## config.mk

```make
export PLATFORM = sky130hd
export DESIGN_NAME = uart_tx_arbiter
export DESIGN_NICKNAME = d
export VERILOG_FILES = /design/src/rtl/uart_tx_arbiter.sv
export SDC_FILE = /design/constraint.sdc
export NUM_CORES = 1
export LEC_CHECK = 0
export CAP_MARGIN = 20
export CORE_UTILIZATION = 40
export CTS_BUF_LIST = sky130_fd_sc_hd__clkbuf_16
export DETAILED_ROUTE_END_ITERATION = 10
export PLACE_DENSITY = 0.76
export SETUP_SLACK_MARGIN = 0.4
export SYNTH_ARGS = -nofsm -noshare
export SYNTH_HDL_FRONTEND = slang
export SYNTH_SLANG_ARGS = --single-unit
export TNS_END_PERCENT = 10
```

## constraint.sdc

```tcl
create_clock -name clk -period 4.6 [get_ports clk]
set_clock_uncertainty 0.15 [all_clocks]
set_input_delay 0.92 -clock clk [delete_from_list [all_inputs] [get_ports clk]]
set_output_delay 0.92 -clock clk [all_outputs]
set_load 0.01 [all_outputs]
```

## src/rtl/uart_tx_arbiter.sv

```systemverilog
// rtl/uart_tx_arbiter.sv - round-robin arbiter sharing one UART packet transmitter
// Latches the winning packet, starts the transmitter, waits for done (or watchdog) and acks.
module uart_tx_arbiter #(
  parameter int NUM_REQ        = 2,
  parameter int PKT_WIDTH      = 42,
  parameter int TIMEOUT_CYCLES = 2000000
) (
  input  logic                           clk,
  input  logic                           reset,
  input  logic [NUM_REQ-1:0]             req,
  input  logic [NUM_REQ*PKT_WIDTH-1:0]   req_data,
  output logic [NUM_REQ-1:0]             ack,
  output logic                           busy,
  output logic                           tx_start,
  output logic [PKT_WIDTH-1:0]           tx_data,
  input  logic                           tx_done,
  output logic                           timeout_err,
  input  logic                           err_clear
);

  localparam int IDX_W   = $clog2(NUM_REQ);
  localparam int CNT_RAW = $clog2(TIMEOUT_CYCLES + 1);
  localparam int CNT_W   = (CNT_RAW < 1) ? 1 : CNT_RAW;

  localparam logic [IDX_W:0]   NUM_REQ_L = (IDX_W+1)'(NUM_REQ);
  localparam logic [IDX_W-1:0] LAST_IDX  = IDX_W'(NUM_REQ - 1);
  localparam bit               WDOG_EN   = (TIMEOUT_CYCLES != 0);
  localparam logic [CNT_W-1:0] CNT_LAST  = CNT_W'((TIMEOUT_CYCLES == 0) ? 0 : TIMEOUT_CYCLES - 1);

  typedef enum logic [1:0] {
    IDLE  = 2'd0,
    START = 2'd1,
    WAIT  = 2'd2,
    ACK   = 2'd3
  } state_t;

  state_t               state;
  logic [IDX_W-1:0]     rr_ptr;
  logic [IDX_W-1:0]     grant_idx;
  logic [CNT_W-1:0]     wdog_cnt;

  logic                 win_found;
  logic [IDX_W-1:0]     win_idx;
  logic [IDX_W:0]       cand;
  logic [PKT_WIDTH-1:0] win_data;

  // Offsets are scanned from farthest to nearest so the closest requester at or after rr_ptr wins.
  always_comb begin
    win_found = 1'b0;
    win_idx   = '0;
    cand      = '0;
    for (int off = NUM_REQ - 1; off >= 0; off--) begin
      cand = {1'b0, rr_ptr} + (IDX_W+1)'(off);
      if (cand >= NUM_REQ_L) begin
        cand = cand - NUM_REQ_L;
      end
      if (req[cand[IDX_W-1:0]]) begin
        win_found = 1'b1;
        win_idx   = cand[IDX_W-1:0];
      end
    end
  end

  always_comb begin
    win_data = '0;
    for (int i = 0; i < NUM_REQ; i++) begin
      if (IDX_W'(i) == win_idx) begin
        win_data = req_data[i*PKT_WIDTH +: PKT_WIDTH];
      end
    end
  end

  // Outputs are registered alongside the state so they carry no combinational path from inputs.
  always_ff @(posedge clk or posedge reset) begin
    if (reset) begin
      state       <= IDLE;
      rr_ptr      <= '0;
      grant_idx   <= '0;
      wdog_cnt    <= '0;
      tx_data     <= '0;
      ack         <= '0;
      tx_start    <= 1'b0;
      busy        <= 1'b0;
      timeout_err <= 1'b0;
    end else begin
      if (err_clear) begin
        timeout_err <= 1'b0;
      end

      case (state)
        IDLE: begin
          ack <= '0;
          if (win_found) begin
            grant_idx <= win_idx;
            tx_data   <= win_data;
            tx_start  <= 1'b1;
            busy      <= 1'b1;
            state     <= START;
          end
        end

        START: begin
          tx_start <= 1'b0;
          wdog_cnt <= '0;
          state    <= WAIT;
        end

        WAIT: begin
          if (tx_done) begin
            ack   <= NUM_REQ'(1) << grant_idx;
            state <= ACK;
          end else if (WDOG_EN && (wdog_cnt == CNT_LAST)) begin
            timeout_err <= 1'b1;
            ack         <= NUM_REQ'(1) << grant_idx;
            state       <= ACK;
          end else if (wdog_cnt != {CNT_W{1'b1}}) begin
            wdog_cnt <= wdog_cnt + 1'b1;
          end
        end

        ACK: begin
          ack    <= '0;
          busy   <= 1'b0;
          rr_ptr <= (grant_idx == LAST_IDX) ? '0 : grant_idx + 1'b1;
          state  <= IDLE;
        end

        default: begin
          ack      <= '0;
          tx_start <= 1'b0;
          busy     <= 1'b0;
          state    <= IDLE;
        end
      endcase
    end
  end

endmodule

```

==> impl_metrics.env <==
export IMPL_status="completed"
export IMPL_area_growth_pct=43.3
export IMPL_rows=35
export IMPL_worstMarginPinSlew_ns=0.867
export IMPL_synth_area_leaders="dfrtp_1, mux2i_1, o21ai_0"
export IMPL_synth_edf_count=0
export IMPL_cpLargestDelayFamily="buffers and inverters"
export IMPL_cp_cell_sequence="clkdlybuf4s50_1 -> inv_1 -> o21ai_4 -> buf_4 -> mux2i_1 -> o21ai_0"
export IMPL_grt_pass1_vias=3432
export IMPL_grt_pass1_wl_mm=16.1
export IMPL_grt_overflow=0
export IMPL_hold_path_class="reg -> reg"
export IMPL_ys_async_sr_fraction=1.00
export IMPL_postCtsSetupBuffers=0
export IMPL_coreArea_sq_um=9330
export IMPL_clkLatencyLatePin_ns=0.33
export IMPL_fmax_ghz=0.362
export IMPL_dp_cells=630
export IMPL_die_area_sq_um=10100
export IMPL_grt_max_degree=67
export IMPL_chipWidth_um=101
export IMPL_synth_main_ff_cell="dfrtp_1"
export IMPL_gp_congestion=0.789
export IMPL_cts_tree="yes"
export IMPL_antenna_found_initial=0
export IMPL_cts_buffer_depth=2
export IMPL_clkSlewWorstSetupHoldPaths_ns=0.06
export IMPL_path_max_fanout=37
export IMPL_die_height_um=101
export IMPL_htree_num_levels=3
export IMPL_postSynthCellCount=386
export IMPL_dp_slack_ns=1.47
export IMPL_synth_warnings=0
export IMPL_cellPowerDensity_nw_per_um2=530
export IMPL_period_minus_slack_ns=2.76
export IMPL_arrival_ns=2.80
export IMPL_ios=137
export IMPL_syn_avg_cell_area_sq_um=10.1
export IMPL_rsz0062_at_grt="false"
export IMPL_drt_vias_per_instance=5.39
export IMPL_setup_slack_ns=1.84
export IMPL_cp_slowest_cell="buf_4"
export IMPL_synth_common_cells="dfrtp_1, nand2_1, o21ai_0"
export IMPL_cts_hold_buf=0
export IMPL_worst_path_buf_inv=3
export IMPL_grt_util_all_layers=0.201
export IMPL_seq_area_frac_synth=0.463
export IMPL_rr_worst_depth=6
export IMPL_p_leak_nw=2.50
export IMPL_dp_hpwl_mm=7.20
export IMPL_antenna_left=0
export IMPL_drt_first_iter_violations=144
export IMPL_peakVddDrop_mv=0.233
export IMPL_tns_ns=0
export IMPL_synth_cell_types=53
export IMPL_cts_root_buf="clkbuf_16"
export IMPL_required_ns=4.63
export IMPL_slew_violations=0
export IMPL_crit_cells=6
export IMPL_yosysTopAreaCell="dfrtp_1"
export IMPL_setup_worst_path_class="in -> reg"
export IMPL_port_buffers=136
export IMPL_final_cells=646
export IMPL_routed_wl_mm=9.79
export IMPL_remaining_drc_errors=0
export IMPL_cap_violations=0
export IMPL_cts_sinks=72
export IMPL_post_drt_wl_per_cell_um=15.1
export IMPL_start_util=0.417
export IMPL_drtPass1Iterations=4
export IMPL_finalHoldViolCount=0
export IMPL_synth_most_common_cell="dfrtp_1"
export IMPL_crit_path_max_incr_delay_ns=0.57
export IMPL_yosysTopAreaCellShare=0.463
export IMPL_min_path_cells=2
export IMPL_period_share=0.600
export IMPL_cp_end_kind="flop"
export IMPL_drive_gt1_frac=0.0774
export IMPL_r2r_slack_ns=1.92
export IMPL_cp_start_kind="primary input"
export IMPL_ys_ff_latch=72
export IMPL_cts_resized=0
export IMPL_n_antenna_cell=0
export IMPL_vias=3484
export IMPL_setup_viol=0
export IMPL_synth_nets=481
export IMPL_relSlewSlack=0.422
export IMPL_synthesis_area_sq_um=3890
export IMPL_cts_buffers=9
export IMPL_nets=607
[path summary, 6_finish.rpt]
kind / from / end
worst max-delay path: req[0] / tx_data[1]
max in group asynchronous: reset / wdog_cnt[11]
min in group asynchronous: reset / tx_data[4]
worst min register to register: tx_data[1] / tx_data[1]
worst min-delay path: tx_data[1] / tx_data[1]
worst max register to register: wdog_cnt[0] / wdog_cnt[14]
[power by group]
part | leakage [nW] | total, mW | switching (mW) | internal, mW
combinational | 1.45 | 1.28 | 0.642 | 0.640
sequential | 0.920 | 1.04 | 0.163 | 0.873
clock | 0.127 | 0.637 | 0.272 | 0.365
[cells in the final DEF (no fill, tap or decap), types with 5 or more instances in the layout]
cell | synthesis | layout
nor4_1 | 7 | 7
nand3_1 | 8 | 8
clkdlybuf4s50_1 | 0 | 136
nand2_1 | 64 | 64
o311a_1 | 5 | 5
dfrtp_1 | 72 | 72
o311a_2 | 6 | 6
buf_4 | 2 | 6
clkbuf_16 | 0 | 9
a211o_1 | 9 | 9
ha_1 | 5 | 5
a221o_1 | 7 | 7
nor3_1 | 7 | 7
o21ai_0 | 50 | 48
a31oi_1 | 5 | 5
nor2_1 | 10 | 10
inv_1 | 10 | 10
nand2b_1 | 5 | 5
mux2i_1 | 43 | 43
[sequential cells by signal (all words and copies together) (netlist names)]
signal       cells
tx_data         42
wdog_cnt        21
ack              2
state            2
busy             1
grant_idx        1
rr_ptr           1
timeout_err      1
tx_start         1
[routing by layer]
layer  global-route usage  up-vias  wire length [um]  share of wire
li1                     -     1666                 -              -
met1                0.239     1677              3950           0.40
met2                0.346      129              4890           0.50
met3               0.0652       12               820          0.084
met4               0.0647        0               131          0.013
met5                    0        -                 0              0
[final cells by class]
type                       instances  area (sq um)
clock buffer                       9           225
clock inverter                     7          47.5
fill                             782          3750
inverter                          10          37.5
multi-input combinational        277          1900
sequential                        72          1800
tap                              129           161
timing repair buffer             142          1410
[worst register-to-register path, delay by kind of cell, from the launching register on]
kind | cells | cell delay, ns
adders and majority gates | 1 | 0.22
and+or+nand+nor | 4 | 1.44
DFF | 1 | 0.40
AOI/OAI and AO/OA | 1 | 0.36
[stage by stage]
| stage | cell area (sq um) | power (mW) | util | hold WS (ns) |
|---|---|---|---|---|
| floorplan | 3890 | 1.73 | - | 0.299 |
| finish | 5580 | 2.96 | 0.598 | 0.328 |
| global route | 5580 | 3.16 | 0.598 | 0.358 |
| detailed placement | 5300 | 2.34 | 0.569 | 0.319 |
| global placement | 5300 | 2.30 | 0.569 | 0.310 |
| CTS | 5580 | 2.99 | 0.598 | 0.332 |
[logic make-up after synthesis]
| kind of cell | share of synthesized area |
|---|---|
| simple gates | 0.179 |
| compound gates | 0.171 |
| flops | 0.463 |
| mux | 0.114 |
| buf+inv | 0.0553 |
| fa+ha+maj | 0.0161 |
| xor+xnor | 0.00225 |
(Power assumes the default switching activity.)
